$ cat config.mk
export PLATFORM = sky130hd
export DESIGN_NAME = psc_frame_arbiter
export DESIGN_NICKNAME = d
export VERILOG_FILES = /design/src/rtl/psc_frame_arbiter.sv
export SDC_FILE = /design/constraint.sdc
export NUM_CORES = 1
export LEC_CHECK = 0
export ABC_AREA = 1
export CELL_PAD_IN_SITES_DETAIL_PLACEMENT = 0
export CELL_PAD_IN_SITES_GLOBAL_PLACEMENT = 2
export CORE_MARGIN = 2
export CORE_UTILIZATION = 30
export CTS_BUF_LIST = sky130_fd_sc_hd__clkbuf_16
export DETAILED_ROUTE_END_ITERATION = 16
export DONT_BUFFER_PORTS = 1
export PLACE_DENSITY = 0.67
export SLEW_MARGIN = 20
export SYNTH_ARGS = -nofsm -noshare
export SYNTH_HDL_FRONTEND = slang
export SYNTH_SLANG_ARGS = --single-unit
export TNS_END_PERCENT = 10
$ cat constraint.sdc
create_clock -name clk -period 3.3 [get_ports clk]
set_input_delay 0.33 -clock clk [delete_from_list [all_inputs] [get_ports clk]]
set_output_delay 0.33 -clock clk [all_outputs]
set_load 0.01 [all_outputs]
$ cat src/rtl/psc_frame_arbiter.sv
// rtl/psc_frame_arbiter.sv - frame arbiter: priority trigger plus round-robin requesters 1..3
// Issues one FRAME_LEN-byte frame per grant, then holds off GAP_CYCLES clocks.
module psc_frame_arbiter #(
  parameter int FRAME_LEN  = 8,
  parameter int GAP_CYCLES = 2
) (
  input  logic       clk,
  input  logic       reset,
  input  logic       trig_pulse,
  input  logic [2:0] req,
  input  logic       byte_ready,
  output logic [3:0] grant,
  output logic       frame_start,
  output logic       byte_valid,
  output logic [3:0] byte_addr,
  output logic       frame_done,
  output logic       busy,
  output logic [7:0] trig_overrun_cnt
);

  typedef enum logic [1:0] {IDLE, GRANT, SEND, GAP} state_t;

  localparam logic [3:0] LAST_ADDR = 4'(FRAME_LEN - 1);
  localparam logic [3:0] GAP_LAST  = 4'((GAP_CYCLES > 0) ? GAP_CYCLES - 1 : 0);

  state_t     state_q;
  logic [3:0] grant_q;
  logic       frame_start_q;
  logic       byte_valid_q;
  logic [3:0] addr_q;
  logic [3:0] gap_q;
  logic       trig_pend_q;
  logic [7:0] ovr_q;
  logic [1:0] rr_q;

  logic       trig_eff;
  logic       grant_trig;
  logic       xfer;
  logic       last_xfer;
  logic       rr_hit;
  logic [1:0] rr_idx;

  // A pulse arriving in IDLE is granted immediately, giving one-cycle request-to-grant latency.
  assign trig_eff   = trig_pend_q | trig_pulse;
  assign grant_trig = (state_q == IDLE) && trig_eff;
  assign xfer       = (state_q == SEND) && byte_valid_q && byte_ready;
  assign last_xfer  = xfer && (addr_q == LAST_ADDR);

  always_comb begin
    rr_hit = 1'b0;
    rr_idx = rr_q;
    for (int k = 0; k < 3; k++) begin
      int c;
      c = int'(rr_q) + k;
      if (c >= 3) c = c - 3;
      if (!rr_hit && req[c]) begin
        rr_hit = 1'b1;
        rr_idx = 2'(c);
      end
    end
  end

  always_ff @(posedge clk) begin
    if (!reset) begin
      state_q       <= IDLE;
      grant_q       <= 4'b0000;
      frame_start_q <= 1'b0;
      byte_valid_q  <= 1'b0;
      addr_q        <= 4'd0;
      gap_q         <= 4'd0;
      trig_pend_q   <= 1'b0;
      ovr_q         <= 8'd0;
      rr_q          <= 2'd0;
    end else begin
      // A pulse coinciding with the grant of an already-pending trigger re-arms the flag.
      if (grant_trig) begin
        trig_pend_q <= trig_pend_q & trig_pulse;
      end else if (trig_pulse) begin
        trig_pend_q <= 1'b1;
        if (trig_pend_q && (ovr_q != 8'hFF)) ovr_q <= ovr_q + 8'd1;
      end

      frame_start_q <= 1'b0;
      case (state_q)
        IDLE: begin
          if (trig_eff) begin
            grant_q       <= 4'b0001;
            frame_start_q <= 1'b1;
            state_q       <= GRANT;
          end else if (rr_hit) begin
            grant_q       <= 4'b0010 << rr_idx;
            rr_q          <= (rr_idx == 2'd2) ? 2'd0 : rr_idx + 2'd1;
            frame_start_q <= 1'b1;
            state_q       <= GRANT;
          end
        end
        GRANT: begin
          addr_q       <= 4'd0;
          byte_valid_q <= 1'b1;
          state_q      <= SEND;
        end
        SEND: begin
          if (last_xfer) begin
            byte_valid_q <= 1'b0;
            grant_q      <= 4'b0000;
            addr_q       <= 4'd0;
            gap_q        <= 4'd0;
            state_q      <= (GAP_CYCLES == 0) ? IDLE : GAP;
          end else if (xfer) begin
            addr_q <= addr_q + 4'd1;
          end
        end
        GAP: begin
          if (gap_q == GAP_LAST) begin
            gap_q   <= 4'd0;
            state_q <= IDLE;
          end else begin
            gap_q <= gap_q + 4'd1;
          end
        end
        default: state_q <= IDLE;
      endcase
    end
  end

  assign grant            = grant_q;
  assign frame_start      = frame_start_q;
  assign byte_valid       = byte_valid_q;
  assign byte_addr        = addr_q;
  assign frame_done       = last_xfer;
  assign busy             = (state_q != IDLE);
  assign trig_overrun_cnt = ovr_q;

endmodule
# After elaboration in Yosys (flattened, before gate mapping)
# Index checks and enable logic that the tools add are counted.
[word_totals]
register_bits = 27
out_inout_bits = 20
elab_cells = 102
in_bits = 7
[op_classes]
reduce_logical = 23
eq_ne = 11
addsub = 9
n_bitwise = 4
shifts = 1
n_lt_le_gt_ge = 6
mux = 39
[op_table]
columns = ["cell", "count"]
rows = [
  ["less-than comparator 32 x 4 -> 1 bit, second input constant", 3],
  ["two-way mux 32 bit", 3],
  ["two-way mux 4 bit", 6],
  ["case mux 4 bit (2 select lines)", 3],
  ["two-way mux 2 bit", 8],
  ["two-way mux 1 bit", 14],
  ["AND reduction 3 bit", 4],
  ["nonzero test 2 bit", 5],
  ["adder 4 x 1 -> 4 bit, second input constant", 2],
  ["adder 8 x 1 -> 8 bit, second input constant", 1],
  ["!= test 8 bit, second input constant", 1],
  ["case mux 2 bit (4 select lines)", 1],
  ["AND reduction 2 bit", 4],
  ["subtractor 3 x 2 -> 4 bit, second input constant", 2],
  ["logical AND 1 bit", 7],
  ["binary-select mux 1 bit (select 2 bit)", 3],
  ["== test 2 bit, second input constant", 3],
  ["greater-or-equal comparator 3 x 2 -> 1 bit, second input constant", 2],
  ["!= test 3 bit, second input constant", 2],
  ["== test 4 x 1 -> 1 bit, second input constant", 1],
  ["== test 4 x 3 -> 1 bit, second input constant", 1],
  ["!= test 2 bit, second input constant", 2],
  ["left shift 2 x 2 -> 4 bit, first input constant", 1],
  ["adder 2 x 1 -> 3 bit, second input constant", 1],
  ["other kinds (11)", 13],
]

# Depth between registers and ports, before layout
[depth]
ltp_word = 16
depth_mapped = 16
mapped_depth_nobuf = 15

# Worst setup path before layout
# OpenSTA, ideal clock, no wires.
[synth_timing]
kind = "reg2reg"
startpoint = "reg rr_q[0]"
endpoint = "reg grant_q[1], in the netlist grant[1]"
path_stages_with_launch = 13
setup_time_ns = 0.128
arrival_ns = 1.619
t_required_ns = 3.172
n_path_buf = 0
slack_ns = 1.554
cell_sequence = "dfxtp_1 inv_1 ha_1 nor2_1 nand2_1 nand3_4 nand2_4 nor2_8 nand3_2 nand3b_1 nor2_1 nor2_1 nor2_1"
[synth_via]
elab_chain_len = 16
[synth_rtl]
columns = ["item", "line_no", "text"]
rows = [
  ["from (decl)", "34", "logic [1:0] rr_q;"],
  ["from (signal assigned)", "92", "rr_q <= (rr_idx == 2'd2) ? 2'd0 : rr_idx + 2'd1;"],
  ["parallel branches: the longest is 16 deep, another holds subtractor 3 x 2 -> 4 bit", "n/a", ""],
  ["to (signal assigned)", "91", "grant_q <= 4'b0010 << rr_idx;"],
  ["to (decl)", "27", "logic [3:0] grant_q;"],
]
# Several ways; the timed one is not identified. The select of a mux whose other input is x is not followed.
# A chain may end at the register's enable or synchronous reset.

# Worst setup path after layout
# Same ends and word-level chain as after synthesis.

==> results.txt <==
The flow ran to the end, and the final reports show no timing, DRC or antenna violations. The number of enable-type register cells in the synthesized netlist is 0. The worst-case setup slack after placement came out at 1.28 ns. The vias per cell is 4.48. The analysis attributes to cell leakage a power of 0.779 nW. The standard-cell row count came out at 27. The number of buffers inserted to repair setup after CTS came out at 0. In this run the power density over the cells is 866 mW/mm^2. IR analysis of the VDD net gives a maximum drop of 0.324 mV.

The final route contains 1388 vias. The share of the clock period used by the worst path after layout is 0.614. Port buffering added 0 buffers. The antenna diode count is 0. The worst-case clock skew came out at 0.0103 ns. The pre-antenna-repair detailed-routing pass consisted of 4 iterations. The floorplan die area came out at 0.00622 sq mm. The die width came out at 78.9 microns. STA puts the critical path data arrival time at 2.17 ns. Counting flops with an async set or reset pin after synthesis yields a share of 0.

The flop and latch count out of synthesis is 27. The sum of negative setup slack came out at 0 ns. The clock latency reported for the late side of the worst-skew pair came out at 0.27 ns.

The clock transition at the register clock pins on the worst setup and hold paths after CTS came out at 0.08 ns. The number of endpoints with negative hold slack in the final report was 0. Headroom to the max-slew limit came out at 0.695. During synthesis, Yosys emitted a total of 0 warnings.

At the pin with the least slew margin, the transition time is 0.457 ns. After filler insertion, the fill cell instance count of the layout stands at 598. The routed wire length per instance is 11.6 microns. The number of max-slew violations in the final report came to 0. The number of placed cells counting well taps came out at 306. The die is 78.9 microns tall. The first-pass GRT wire length is 6090 microns. The synthesized design spends more area on one cell type than any other, namely dfxtp_1. The required time reported for the critical path endpoint is 3.45 ns.

Of the synthesized area, sequential elements account for 0.321. The number of top-level pins is 27. At the end of routability-driven placement, the weighted congestion stood at 0.750. The cell with the most instances after synthesis is nand2_1.

The maximum achievable frequency came out at 493 MHz. The worst setup path is captured at a register. Buffers inserted during clock tree synthesis total 3. The count of unique library cells instantiated by Yosys is 33. The maximum number of pins on one net before global-route repair came out at 17.

The register area came out at 541 sq um. The maximum number of buffers from clock root to sink is 2. By area the synthesized netlist is led by dfxtp_1 32%, nand2_1 11%, ha_1 7.4%. Among all flip-flop cells after synthesis, the most frequent one is dfxtp_1. The depth of the CTS H-tree is 1. The number of nets at the end of the flow is 256.

The via count of the first global-routing pass is 1307. The global route total overflow is 0. The share of the synthesized area in the top cell type came out at 0.321. The clock tree from TritonCTS is built. The count of final setup violators came out at 0. The initial core utilization is 0.307. The initial antenna violation count came out at 0. Setup repair after global routing left no endpoint under its margin. The violation count after the first detailed-route iteration came out at 90. The post-cts repair resize count came out at 0. The HPWL after detailed placement is 2800 microns. Sorting the synthesized cells by how often they occur yields 50 x nand2_1, 30 x inv_1, 27 x dfxtp_1. Excluding fillers, the count of instances in the completed layout stands at 310. By startpoint and endpoint, the worst setup path is classified as reg2reg. The total core area came out at 0.00547 sq mm. The number of hold buffers added after cts came out at 0. Of all nets on the critical path, the largest fanout is 7. The remaining antenna violation count after routing came out at 0.

The number of remaining DRC errors is 0. Summing all multi-input logic gate instances after layout gives 981 sq um. The number of nets handed over by synthesis was 254. The average cell area after synthesis is 7.10 sq um. The worst path in the final design needs a cycle of 2.03 ns, including I/O delays and setup. Relative to the synthesized area, the layout overhead comes to 9.14%. The worst setup path is launched from a register. The total track usage came out at 0.121. The root buffer cell is clkbuf_16. The mapped netlist covers 0.00168 sq mm. The sink count of the clock tree came out at 27.

The post-layout worst setup margin came out at 1.27 ns. The fraction of final layout cells sized beyond drive strength 1 is 0.143. The synthesized instance count is 237. The min-delay analysis places its worst path in the category in2reg. The total wire length after detailed routing is 3590 microns. Across the run, the number of max-cap violations was 0.
## path summary, 6_finish.rpt
check / from / endpoint / slack (ns) / cells past startpoint
min: reset / trig_overrun_cnt[6] / 0.19 / 2
max: rr_q[0] / grant[1] / 1.27 / 12
max reg2reg: rr_q[0] / grant[1] / 1.27 / 12
min reg2reg: trig_pend_q / trig_pend_q / 0.51 / 2
## layout make-up
class,instances,area share
multi-input combinational,169,0.534
sequential,27,0.294
inverter,38,0.0777
tap,72,0.0490
clock buffer,3,0.0409
clock inverter,1,0.00409
## metal layers
metal	part of all wire	vias to the layer above	track usage
met4	0.013	0	0.0362
met1	0.53	595	0.168
li1	-	766	-
met5	0	-	0
met2	0.41	23	0.184
met3	0.048	4	0.0341
## where the power goes
part           internal (W)  leakage [nW]  total (W)  switching (W)
Sequential         0.000391         0.220   0.000463      0.0000724
Clock              0.000165        0.0371   0.000288       0.000123
Combinational      0.000278         0.522   0.000840       0.000561
## placed cells by master, fill, tap and decap left out
master	count
nand2_1	50
inv_1	30
dfxtp_1	27
nor2_1	22
nand3_1	17
a21oi_1	17
ha_1	10
inv_2	8
o21ai_0	8
nand3_2	5
nand2_2	4
nor3_1	4
a211oi_1	3
xor2_1	3
nand4_1	3
nand2_4	3
clkbuf_16	3
nor4_1	2
nand3b_1	2
o21ai_1	2
nor2_2	2
xnor2_1	2
nor3_4	1
nand3_4	1
o21ai_2	1
nor2_8	1
nor3_2	1
a21oi_2	1
a31oi_1	1
nor2_4	1
and3_1	1
or2_2	1
clkinvlp_4	1
## registers in the layout (all words and copies together), names as in the netlist
signal	flops
trig_overrun_cnt	8
byte_addr	4
gap_q	4
grant	4
rr_q	2
state_q	2
byte_valid	1
frame_start	1
trig_pend_q	1
## cell families (layout without fill, tap and decap cells)
logic type / count (synthesis) / after routing / share of synthesized area
XOR/XNOR: 5 / 5 / 0.0260
buffers and inverters: 41 / 42 / 0.0959
flip-flops: 27 / 27 / 0.321
AO/OA/AOI/OAI: 33 / 33 / 0.108
AND/OR/NAND/NOR: 121 / 121 / 0.375
adder cells (fa/ha/maj): 10 / 10 / 0.0743
## metrics by stage
stage	hold WS (ns)	cell area [sq um]	utilization	power (W)
2_1_floorplan	0.463	1680	-	0.00117
6_report	0.186	1840	0.336	0.00159
3_5_place_dp	0.456	1750	0.321	0.00132
3_3_place_gp	0.458	1750	0.321	0.00134
4_1_cts	0.182	1840	0.336	0.00161
5_1_grt	0.201	1840	0.336	0.00174
## worst max-delay path: stages, from the launching register on
cell      delay (ns)
dfxtp_1         0.38
inv_1           0.06
ha_1            0.40
nor2_1          0.18
nand2_1         0.11
nand3_4         0.11
nand2_4         0.08
nor2_8          0.10
nand3_2         0.10
nand3b_1        0.18
nor2_1          0.07
nor2_1          0.08
nor2_1          0.04
Note: power is estimated with default switching activity, not from simulation.
